File: src/rtl/uart_reg_driver.sv
// uart_reg_driver: register-bus master that programs the UART core, loads 1..7 TX bytes, kicks TX and optionally drains RX.
// All bus outputs registered, one-cycle accesses; the TX stream is accepted at most one byte per two cycles.
module uart_reg_driver #(
  parameter logic [31:0] TIMEOUT_CYC = 32'd100000,
  parameter int          ADDR_W      = 12
) (
  input  logic              clk_i,
  input  logic              rst_i,
  input  logic              start_i,
  input  logic [15:0]       baud_i,
  input  logic [2:0]        nbytes_i,
  input  logic              rx_drain_i,
  input  logic [7:0]        in_data_i,
  input  logic              in_valid_i,
  output logic              in_ready_o,
  output logic [7:0]        out_data_o,
  output logic              out_valid_o,
  output logic              busy_o,
  output logic              done_o,
  output logic              error_o,
  output logic              reg_we,
  output logic              reg_re,
  output logic [ADDR_W-1:0] reg_addr,
  output logic [31:0]       reg_wdata,
  input  logic [31:0]       reg_rdata,
  input  logic              intr_tx_i,
  input  logic              intr_rx_empty_i
);

  localparam logic [ADDR_W-1:0] A_BAUD   = ADDR_W'(32'h000);
  localparam logic [ADDR_W-1:0] A_TXDATA = ADDR_W'(32'h004);
  localparam logic [ADDR_W-1:0] A_RXDATA = ADDR_W'(32'h008);
  localparam logic [ADDR_W-1:0] A_RXEN   = ADDR_W'(32'h00C);
  localparam logic [ADDR_W-1:0] A_TXCLR  = ADDR_W'(32'h010);
  localparam logic [ADDR_W-1:0] A_LEVEL  = ADDR_W'(32'h018);
  localparam logic [ADDR_W-1:0] A_RDEN   = ADDR_W'(32'h01C);

  typedef enum logic [4:0] {
    S_IDLE, S_W_BAUD, S_W_CLR1, S_W_CLR0, S_W_RXEN, S_LOAD, S_W_TXD,
    S_W_LEVEL, S_W_GO, S_W_STOP, S_WAIT_TX, S_TO_STOP,
    S_RD_CHK, S_RD_REQ, S_RD_CAP, S_RD_WAIT, S_DONE
  } state_t;

  state_t              state_q, state_d;
  logic [15:0]         baud_q, baud_d;
  logic [2:0]          nbytes_q, nbytes_d;
  logic                drain_q, drain_d;
  logic [2:0]          cnt_q, cnt_d;
  logic [31:0]         to_cnt_q, to_cnt_d;
  logic [2:0]          rd_cnt_q, rd_cnt_d;
  logic                we_q, we_d, re_q, re_d;
  logic [ADDR_W-1:0]   addr_q, addr_d;
  logic [31:0]         wdata_q, wdata_d;
  logic                in_ready_q, in_ready_d, busy_q, busy_d;
  logic                done_q, done_d, error_q, error_d;
  logic [7:0]          out_data_q, out_data_d;
  logic                out_valid_q, out_valid_d;

  always_comb begin
    state_d     = state_q;
    baud_d      = baud_q;
    nbytes_d    = nbytes_q;
    drain_d     = drain_q;
    cnt_d       = cnt_q;
    to_cnt_d    = to_cnt_q;
    rd_cnt_d    = rd_cnt_q;
    error_d     = 1'b0;
    out_valid_d = 1'b0;
    out_data_d  = out_data_q;
    case (state_q)
      S_IDLE: begin
        if (start_i) begin
          if (nbytes_i == 3'd0) begin
            error_d = 1'b1;
          end else begin
            baud_d   = baud_i;
            nbytes_d = nbytes_i;
            drain_d  = rx_drain_i;
            cnt_d    = 3'd0;
            rd_cnt_d = 3'd0;
            state_d  = S_W_BAUD;
          end
        end
      end
      S_W_BAUD: state_d = S_W_CLR1;
      S_W_CLR1: state_d = S_W_CLR0;
      S_W_CLR0: state_d = S_W_RXEN;
      S_W_RXEN: state_d = S_LOAD;
      S_LOAD: begin
        if (in_valid_i && in_ready_q) begin
          cnt_d   = cnt_q + 3'd1;
          state_d = S_W_TXD;
        end
      end
      S_W_TXD:   state_d = (cnt_q == nbytes_q) ? S_W_LEVEL : S_LOAD;
      S_W_LEVEL: state_d = S_W_GO;
      S_W_GO:    state_d = S_W_STOP;
      S_W_STOP: begin
        to_cnt_d = 32'd0;
        state_d  = S_WAIT_TX;
      end
      S_WAIT_TX: begin
        if (intr_tx_i) begin
          state_d = drain_q ? S_RD_CHK : S_DONE;
        end else if (to_cnt_q == TIMEOUT_CYC - 32'd1) begin
          error_d = 1'b1;
          state_d = S_TO_STOP;
        end else begin
          to_cnt_d = to_cnt_q + 32'd1;
        end
      end
      S_TO_STOP: state_d = S_IDLE;
      S_RD_CHK:  state_d = intr_rx_empty_i ? S_DONE : S_RD_REQ;
      S_RD_REQ:  state_d = S_RD_CAP;
      S_RD_CAP: begin
        out_data_d  = reg_rdata[7:0];
        out_valid_d = 1'b1;
        rd_cnt_d    = rd_cnt_q + 3'd1;
        // eighth read ends the drain even if the FIFO still reports data
        state_d     = (rd_cnt_q == 3'd7) ? S_DONE : S_RD_WAIT;
      end
      S_RD_WAIT: state_d = S_RD_CHK;
      S_DONE:    state_d = S_IDLE;
      default:   state_d = S_IDLE;
    endcase
  end

  // Bus outputs are decoded from the next state so they are registered yet line up with the state.
  always_comb begin
    we_d    = 1'b0;
    re_d    = 1'b0;
    addr_d  = '0;
    wdata_d = 32'd0;
    case (state_d)
      S_W_BAUD:  begin we_d = 1'b1; addr_d = A_BAUD;   wdata_d = {16'd0, baud_d};    end
      S_W_CLR1:  begin we_d = 1'b1; addr_d = A_TXCLR;  wdata_d = 32'd1;              end
      S_W_CLR0:  begin we_d = 1'b1; addr_d = A_TXCLR;  wdata_d = 32'd0;              end
      S_W_RXEN:  begin we_d = 1'b1; addr_d = A_RXEN;   wdata_d = 32'd1;              end
      S_W_TXD:   begin we_d = 1'b1; addr_d = A_TXDATA; wdata_d = {24'd0, in_data_i}; end
      S_W_LEVEL: begin we_d = 1'b1; addr_d = A_LEVEL;  wdata_d = {29'd0, nbytes_q};  end
      S_W_GO:    begin we_d = 1'b1; addr_d = A_RDEN;   wdata_d = 32'd1;              end
      S_W_STOP,
      S_TO_STOP: begin we_d = 1'b1; addr_d = A_RDEN;   wdata_d = 32'd0;              end
      S_RD_REQ:  begin re_d = 1'b1; addr_d = A_RXDATA;                               end
      default: ;
    endcase
    in_ready_d = (state_d == S_LOAD);
    busy_d     = (state_d != S_IDLE);
    done_d     = (state_d == S_DONE);
  end

  always_ff @(posedge clk_i) begin
    if (rst_i) begin
      state_q     <= S_IDLE;
      baud_q      <= 16'd0;
      nbytes_q    <= 3'd0;
      drain_q     <= 1'b0;
      cnt_q       <= 3'd0;
      to_cnt_q    <= 32'd0;
      rd_cnt_q    <= 3'd0;
      we_q        <= 1'b0;
      re_q        <= 1'b0;
      addr_q      <= '0;
      wdata_q     <= 32'd0;
      in_ready_q  <= 1'b0;
      busy_q      <= 1'b0;
      done_q      <= 1'b0;
      error_q     <= 1'b0;
      out_data_q  <= 8'd0;
      out_valid_q <= 1'b0;
    end else begin
      state_q     <= state_d;
      baud_q      <= baud_d;
      nbytes_q    <= nbytes_d;
      drain_q     <= drain_d;
      cnt_q       <= cnt_d;
      to_cnt_q    <= to_cnt_d;
      rd_cnt_q    <= rd_cnt_d;
      we_q        <= we_d;
      re_q        <= re_d;
      addr_q      <= addr_d;
      wdata_q     <= wdata_d;
      in_ready_q  <= in_ready_d;
      busy_q      <= busy_d;
      done_q      <= done_d;
      error_q     <= error_d;
      out_data_q  <= out_data_d;
      out_valid_q <= out_valid_d;
    end
  end

  assign reg_we      = we_q;
  assign reg_re      = re_q;
  assign reg_addr    = addr_q;
  assign reg_wdata   = wdata_q;
  assign in_ready_o  = in_ready_q;
  assign busy_o      = busy_q;
  assign done_o      = done_q;
  assign error_o     = error_q;
  assign out_data_o  = out_data_q;
  assign out_valid_o = out_valid_q;

endmodule

File: config.mk
export PLATFORM = sky130hd
export DESIGN_NAME = uart_reg_driver
export DESIGN_NICKNAME = d
export VERILOG_FILES = /design/src/rtl/uart_reg_driver.sv
export SDC_FILE = /design/constraint.sdc
export NUM_CORES = 1
export LEC_CHECK = 0
export BUFFER_PORTS_ARGS = -buffer_cell sky130_fd_sc_hd__buf_2
export CAP_MARGIN = 20
export CELL_PAD_IN_SITES_DETAIL_PLACEMENT = 1
export CELL_PAD_IN_SITES_GLOBAL_PLACEMENT = 2
export CORE_AREA = 2 2 118 120
export DETAILED_ROUTE_END_ITERATION = 10
export DIE_AREA = 0 0 120 122
export HOLD_SLACK_MARGIN = 0.03
export MAX_ROUTING_LAYER = met4
export PLACE_DENSITY = 0.82
export RECOVER_POWER = 100
export SLEW_MARGIN = 20
export SYNTH_ARGS = -nofsm -noshare
export SYNTH_HDL_FRONTEND = slang
export SYNTH_SLANG_ARGS = --single-unit
export TNS_END_PERCENT = 50
File: constraint.sdc
create_clock -name clk_i -period 6.04 [get_ports clk_i]
set_input_delay 0.302 -clock clk_i [delete_from_list [all_inputs] [get_ports clk_i]]
set_output_delay 0.302 -clock clk_i [all_outputs]
set_load 0.005 [all_outputs]
==> results of run 1 <==
[routing by layer]
layer / track usage / part of all wire / vias to the layer above
li1: - / - / 1821
met1: 0.190 / 0.44 / 1822
met2: 0.280 / 0.51 / 73
met3: 0.0403 / 0.045 / 7
met4: 0.0441 / 0.0069 / 0
met5: - / 0 / -
[through the flow]
stage                     std cells  hold WS [ps]
after floorplan                 524           420
after global placement          724           441
after detailed placement        724           450
after CTS                       740           165
after global routing            741           175
final                           741           180
[sequential cells by signal, summed over array words and instances (netlist names)]
| signal | flops |
|---|---|
| busy_o | 1 |
| cnt_q | 3 |
| done_o | 1 |
| drain_q | 1 |
| error_o | 1 |
| in_ready_o | 1 |
| nbytes_q | 3 |
| out_data_o | 8 |
| out_valid_o | 1 |
| rd_cnt_q | 3 |
| reg_addr | 3 |
| reg_re | 1 |
| reg_wdata | 16 |
| reg_we | 1 |
| state_q | 5 |
| to_cnt_q | 32 |
[worst max path at each step]
stage	from	endpoint	depth (start not counted)
2_1_floorplan	state_q[2]	to_cnt_q[23]	7
3_3_place_gp	state_q[1]	busy_o	6
3_5_place_dp	state_q[1]	busy_o	6
4_1_cts	state_q[1]	busy_o	6
5_1_grt	state_q[1]	busy_o	6
6_report	state_q[1]	busy_o	6
[cells in the mapped netlist, types with 2 or more instances]
cell | instances | share of area
inv_1 | 8 | 0.0074
and4_1 | 4 | 0.0087
or4_1 | 7 | 0.013
nand4_1 | 5 | 0.0077
ha_1 | 4 | 0.012
o22ai_1 | 2 | 0.0031
buf_1 | 3 | 0.0028
a21o_1 | 2 | 0.0037
a31oi_1 | 6 | 0.0093
clkbuf_1 | 18 | 0.017
o21ai_0 | 19 | 0.024
o31ai_1 | 6 | 0.011
buf_4 | 27 | 0.050
nor4b_1 | 3 | 0.0065
nand3b_1 | 3 | 0.0056
nor2_1 | 37 | 0.034
a21oi_1 | 44 | 0.055
or3_1 | 17 | 0.026
nor2b_1 | 3 | 0.0046
xor2_1 | 4 | 0.0087
a22oi_1 | 4 | 0.0074
nor3b_1 | 5 | 0.0093
nand3_1 | 17 | 0.021
or2_2 | 6 | 0.0093
xnor2_1 | 9 | 0.020
nor4_1 | 5 | 0.0077
nor3_1 | 17 | 0.021
dfxtp_1 | 81 | 0.40
mux2i_1 | 4 | 0.0099
nand2_1 | 73 | 0.068
and3_1 | 6 | 0.0093
a211oi_1 | 7 | 0.013
nand2b_1 | 4 | 0.0062
nor4bb_1 | 3 | 0.0074
buf_6 | 2 | 0.0056
and2_1 | 5 | 0.0077
buf_2 | 7 | 0.0087
[worst max-delay path, delay by kind of cell (launching register included)]
family | cells | cell delay, ps
simple gates | 4 | 1470
flops | 1 | 800
compound gates | 2 | 510
[report_power, final]
part	switching (mW)	internal (mW)
Combinational	0.0776	0.0493
Sequential	0.0190	0.550
Clock	0.225	0.364
[cells by family (layout without fill, tap and decap cells)]
group                      Yosys count  count (layout)
AOI/OAI and AO/OA                  102             102
buffers and inverters               65             101
muxes                                4               4
other                                1              26
DFF                                 81              81
xor gates and xnor gates            13              13
adders and majority gates            4               4
and+or+nand+nor                    230             230
[cell type report]
class / count / area share
multi-input combinational: 378 / 0.455
sequential: 81 / 0.347
timing repair buffer: 77 / 0.0745
antenna: 1 / 0.000536
inverter: 8 / 0.00643
clock buffer: 10 / 0.0490
tap: 180 / 0.0482
clock inverter: 6 / 0.0193
==> reports/metrics.yaml, run 1 <==
status:
  status: "finished clean"
clock_tree:
  max-clock-path-buffers: 2
  cts_tree: "done"
  cts_resized: 0
  clk_latency_ps: 340
  h-tree-depth: 3
  path_clk_slew_ps: 60
  ctsHoldBuffers: 0
  cts_root_buf: "clkbuf_16"
  postCtsSetupBuffers: 0
  clock-sinks: 81
  cts_made_buffers: 9
final_layout:
  layout_commonest_cell: "dfxtp_1"
  final_nets: 625
  drive_gt1_frac: 0.129
  final_cell_mix: "dfxtp_1 (81), nand2_1 (73), buf_2 (47), a21oi_1 (44), nor2_1 (37)"
  multiInputGateArea_mm2: 0.00212
  register_area_mm2: 0.00162
  area_delta_synth_final_pct: 15.5
  fillCellCount: 1655
  design_area_mm2: 0.00467
  finalCoreUtilization: 0.346
yosys:
  synth_compound_area_frac: 0.153
  synth_ff_type: "dfxtp_1"
  yosys_warnings: 0
  avgSynthCellArea_um2: 8.08
  synthXorXnorAreaFrac: 0.0282
  synth_edf_count: 0
  synth-simple-area-share: 0.303
  synth_cell_types: 60
  syn-cell-area_mm2: 0.00404
  synth_cells: 500
  async_flop_share: 0
  synth.area.mux_share: 0.00991
  synth_top_family_by_area: "simple AND/OR/NAND/NOR gates"
  ys_seq_elements: 81
  ys_seq_area_frac: 0.401
  synthAdderAreaFrac: 0.0124
sta:
  timing.fmax_mhz: 340
  finalCriticalPeriod_ps: 2940
  finalSetupViolCount: 0
  tightest_slew_ps: 957
  drv_slew: 0
  skew_ps: 6.28
  fin_crit_sh: 0.487
  maxSlewHeadroom: 0.362
  rsz0062_at_grt: "no"
  hold_viol: 0
  finalSetupTns_ps: 0
  setup_slack_ps: 3100
min_path:
  min_path_type: "in2reg"
  holdPathEnd: "reg_wdata[12]"
  hold_path.startpoint: "baud_i[12]"
  hold_depth: 3
worst_setup_path:
  r2r-end: "busy_o"
  path_cells: "nor3_1 > and4b_1 > nor4b_1 > a21bo_1 > nor4bb_1 > o22ai_1"
  crit_arrival_ps: 3120
  ff2ff_path_depth: 6
  endpoint_kind: "flip-flop"
  start_kind: "flip-flop"
  rrSetupSlack_ps: 3100
  criticalPathCategory: "reg2reg"
  required_ps: 6210
  max_stage_delay_ps: 800
  rr_startpoint: "state_q[1]"
  crit_path_top_delay_cell: "dfxtp_1"
  cp_max_fo: 22
routing:
  ant_nets: 0
  num_vias: 3723
  viasPerCell: 5.02
  avgRoutedWirePerCell_um: 15.0
  first_pass_iters: 4
  drc: 0
  routed_wl_um: 11100
  drtIter0Drc: 142
pwr:
  ir_worst_vdd_mv: 0.139
  power.total_mw: 1.29
  power_density_mw_per_mm2: 275
  p_leak_nw: 1.68
place:
  io_buffer_count: 75
  placed_cell_area_mm2: 0.00441
  gp_congestion: 0.756
  dp_hpwl_um: 7840
  place_ws_ps: 3130
floorplan:
  io_pins: 125
  die_area_mm2: 0.0146
  initial_core_util: 0.299
  die-width_um: 120
  die_h_um: 122
  row_count: 43
  core_area_mm2: 0.0135
global_route:
  grt_max_degree: 50
  gr-total-overflow: 0
  antenna_found_initial: 1
  grt_pass1_vias: 3754
  grt_pass1_wl_um: 18600
  grt_use_total: 0.163
job:
  drv_cap: 0
Power figures use the tool's default switching activity.
==> run 2: changes to the inputs <==
--- a/config.mk
+++ b/config.mk
@@ -5,16 +5,17 @@
 export SDC_FILE = /design/constraint.sdc
 export NUM_CORES = 1
 export LEC_CHECK = 0
+export ABC_AREA = 1
 export BUFFER_PORTS_ARGS = -buffer_cell sky130_fd_sc_hd__buf_2
 export CAP_MARGIN = 20
 export CELL_PAD_IN_SITES_DETAIL_PLACEMENT = 1
 export CELL_PAD_IN_SITES_GLOBAL_PLACEMENT = 2
-export CORE_AREA = 2 2 118 120
+export CORE_AREA = 2 2 140 142
 export DETAILED_ROUTE_END_ITERATION = 10
-export DIE_AREA = 0 0 120 122
+export DIE_AREA = 0 0 142 144
 export HOLD_SLACK_MARGIN = 0.03
 export MAX_ROUTING_LAYER = met4
-export PLACE_DENSITY = 0.82
+export PLACE_DENSITY = 0.77
 export RECOVER_POWER = 100
 export SLEW_MARGIN = 20
 export SYNTH_ARGS = -nofsm -noshare
==> constraint.sdc (replaced) <==
create_clock -name clk_i -period 2.9 [get_ports clk_i]
set_input_delay 0.145 -clock clk_i [delete_from_list [all_inputs] [get_ports clk_i]]
set_output_delay 0.145 -clock clk_i [all_outputs]
set_load 0.005 [all_outputs]
==> run 2 against run 1 <==
  * Combinational power increased to 3.2 times the previous value
  * Die area increased by 40%
  * Register-to-register slack got worse by 2600 ps
  * Synthesized cell count increased by 63%
  * Clock power increased by 130%
  * Via count increased by 39%
  * Largest power group is now sequential cells
  * Worst hold slack got worse by 130 ps
  * Area after synthesis increased by 29%
  * Non-clock buffer count increased by 20
  * Routed wire length increased by 45%
==> reports/metrics.yaml, run 2 <==
pwr:
  ir_worst_vdd_mv: 0.272
  power_density_mw_per_mm2: 516
  p_leak_nw: 2.52
sta:
  drv_slew: 0
  tightest_slew_ps: 798
  rsz0062_at_grt: "no"
  timing.fmax_mhz: 422
  maxSlewHeadroom: 0.465
  hold_viol: 0
  finalSetupTns_ps: 0
  finalSetupViolCount: 0
  finalCriticalPeriod_ps: 2370
  setup_slack_ps: 529
  skew_ps: 14.4
  fin_crit_sh: 0.818
final_layout:
  final_cell_mix: "nand2_1 (239), nor2_1 (163), dfxtp_1 (94), inv_1 (76), buf_2 (48)"
  register_area_mm2: 0.00188
  fillCellCount: 2475
  final_nets: 969
  drive_gt1_frac: 0.102
  area_delta_synth_final_pct: 17.4
  largest_register_ff_count: 32
  finalCoreUtilization: 0.321
  top_register: "to_cnt_q"
  multiInputGateArea_mm2: 0.00275
  layout_commonest_cell: "nand2_1"
  stdcell_count: 1143
clock_tree:
  cts_resized: 0
  postCtsSetupBuffers: 0
  cts_root_buf: "clkbuf_16"
  ctsHoldBuffers: 14
  cts_made_buffers: 9
  max-clock-path-buffers: 2
  path_clk_slew_ps: 70
  clk_latency_ps: 350
  h-tree-depth: 3
  clock-sinks: 94
  cts_tree: "done"
floorplan:
  die_h_um: 144
  die_area_mm2: 0.0204
  row_count: 51
  core_area_mm2: 0.0191
  io_pins: 125
  die-width_um: 142
  initial_core_util: 0.274
yosys:
  yosys_warnings: 0
  avgSynthCellArea_um2: 6.39
  synth_edf_count: 0
  async_flop_share: 0
  syn-cell-area_mm2: 0.00522
  synthTopCellsByArea: "dfxtp_1 (36%), nand2_1 (17%), nor2_1 (12%)"
  synth_cell_types: 40
  synth_ff_type: "dfxtp_1"
  yosysMostFrequentCell: "nand2_1"
  synth_common_cells: "nand2_1 (236), nor2_1 (160), dfxtp_1 (94), inv_1 (74), nand3_1 (45)"
  synth_top_area_share: 0.360
  ys_seq_area_frac: 0.360
  yosysTopAreaCell: "dfxtp_1"
  ys_seq_elements: 94
  synth_cells: 817
worst_setup_path:
  worst-path-buf-inv: 2
  crit_arrival_ps: 2630
  required_ps: 3160
  cp_max_fo: 17
  criticalPathCategory: "reg2reg"
  crit_family: "simple AND/OR/NAND/NOR gates"
  endpoint_kind: "flip-flop"
  max_stage_delay_ps: 430
  path_cells: "ha_1 > inv_1 > nor2_8 > nand3_2 > nor2_1 > nand2_1 > nand2_1 > nand2_1 > nand2_4 > buf_4 > nand2_1 > a21oi_1"
  crit_path_top_delay_cell: "dfxtp_1"
  cpMostUsedCell: "nand2_1"
  start_kind: "flip-flop"
routing:
  first_pass_iters: 4
  drtIter0Drc: 231
  num_vias: 5163
  avgRoutedWirePerCell_um: 14.0
  drc: 0
  ant_nets: 0
  routed_wl_um: 16000
  viasPerCell: 4.52
global_route:
  grt_max_degree: 61
  gr-total-overflow: 0
  grt_use_total: 0.168
  antenna_found_initial: 1
  grt_pass1_vias: 5227
  grt_pass1_wl_um: 26600
place:
  dp_hpwl_um: 11800
  gp_congestion: 0.862
  place_ws_ps: 713
  placed_cells: 1112
  io_buffer_count: 75
job:
  drv_cap: 0
status:
  status: "finished clean"
min_path:
  min_path_type: "in2reg"
==> run 2: final cells by class <==
| class | count | area share |
|---|---|---|
| Multi-Input combinational cell | 613 | 0.449 |
| Sequential cell | 94 | 0.307 |
| Timing Repair Buffer | 97 | 0.0894 |
| Inverter | 84 | 0.0514 |
| Tap cell | 238 | 0.0486 |
| Clock buffer | 9 | 0.0367 |
| Clock inverter | 7 | 0.0178 |
| Antenna cell | 1 | 0.000408 |
==> run 2: layer usage <==
| metal | vias up | track usage | share of wire |
|---|---|---|---|
| li1 | 2679 | - | - |
| met1 | 2381 | 0.216 | 0.48 |
| met2 | 94 | 0.278 | 0.47 |
| met3 | 9 | 0.0331 | 0.043 |
| met4 | 0 | 0.0326 | 0.0087 |
| met5 | - | - | 0 |
==> run 2: where the power goes <==
group          leakage, nW  switching, mW  total (mW)  internal (mW)
combinational         1.59          0.261       0.408          0.148
clock                0.165          0.588        1.37          0.779
sequential           0.763         0.0289        1.39           1.36
total                 2.52          0.877        3.16           2.29
==> run 2: cell families after synthesis <==
kind of cell             synth area share
XOR/XNOR                           0.0151
flip-flops                          0.360
buffers and inverters               0.126
AO/OA/AOI/OAI                      0.0932
AND/OR/NAND/NOR                     0.395
other                            0.000718
adder cells (fa/ha/maj)           0.00959
==> run 2: through the flow <==
stage	total power [mW]	hold WS, ps	area [um2]
2_1_floorplan	1.72	280	5310
3_3_place_gp	1.83	367	5710
3_5_place_dp	1.83	376	5710
4_1_cts	3.23	32.7	6190
5_1_grt	3.33	41.8	6130
6_report	3.16	48.7	6130
==> run 2: path summary, 6_finish.rpt <==
check,startpoint,endpoint,slack (ps),depth (start not counted)
hold reg to reg,rd_cnt_q[0],rd_cnt_q[0],480,1
setup reg to reg,to_cnt_q[0],to_cnt_q[2],530,12
setup / recovery,to_cnt_q[0],to_cnt_q[2],530,12
hold / removal,baud_i[8],reg_wdata[8],50,3
==> run 2: worst reg2reg max path: cells and delay by family, from the launching register on <==
family                   cells  cell delay (ps)
AO/OA/AOI/OAI                1              150
flip-flops                   1              430
adder cells (fa/ha/maj)      1              230
AND/OR/NAND/NOR              8             1130
buffers and inverters        2              360
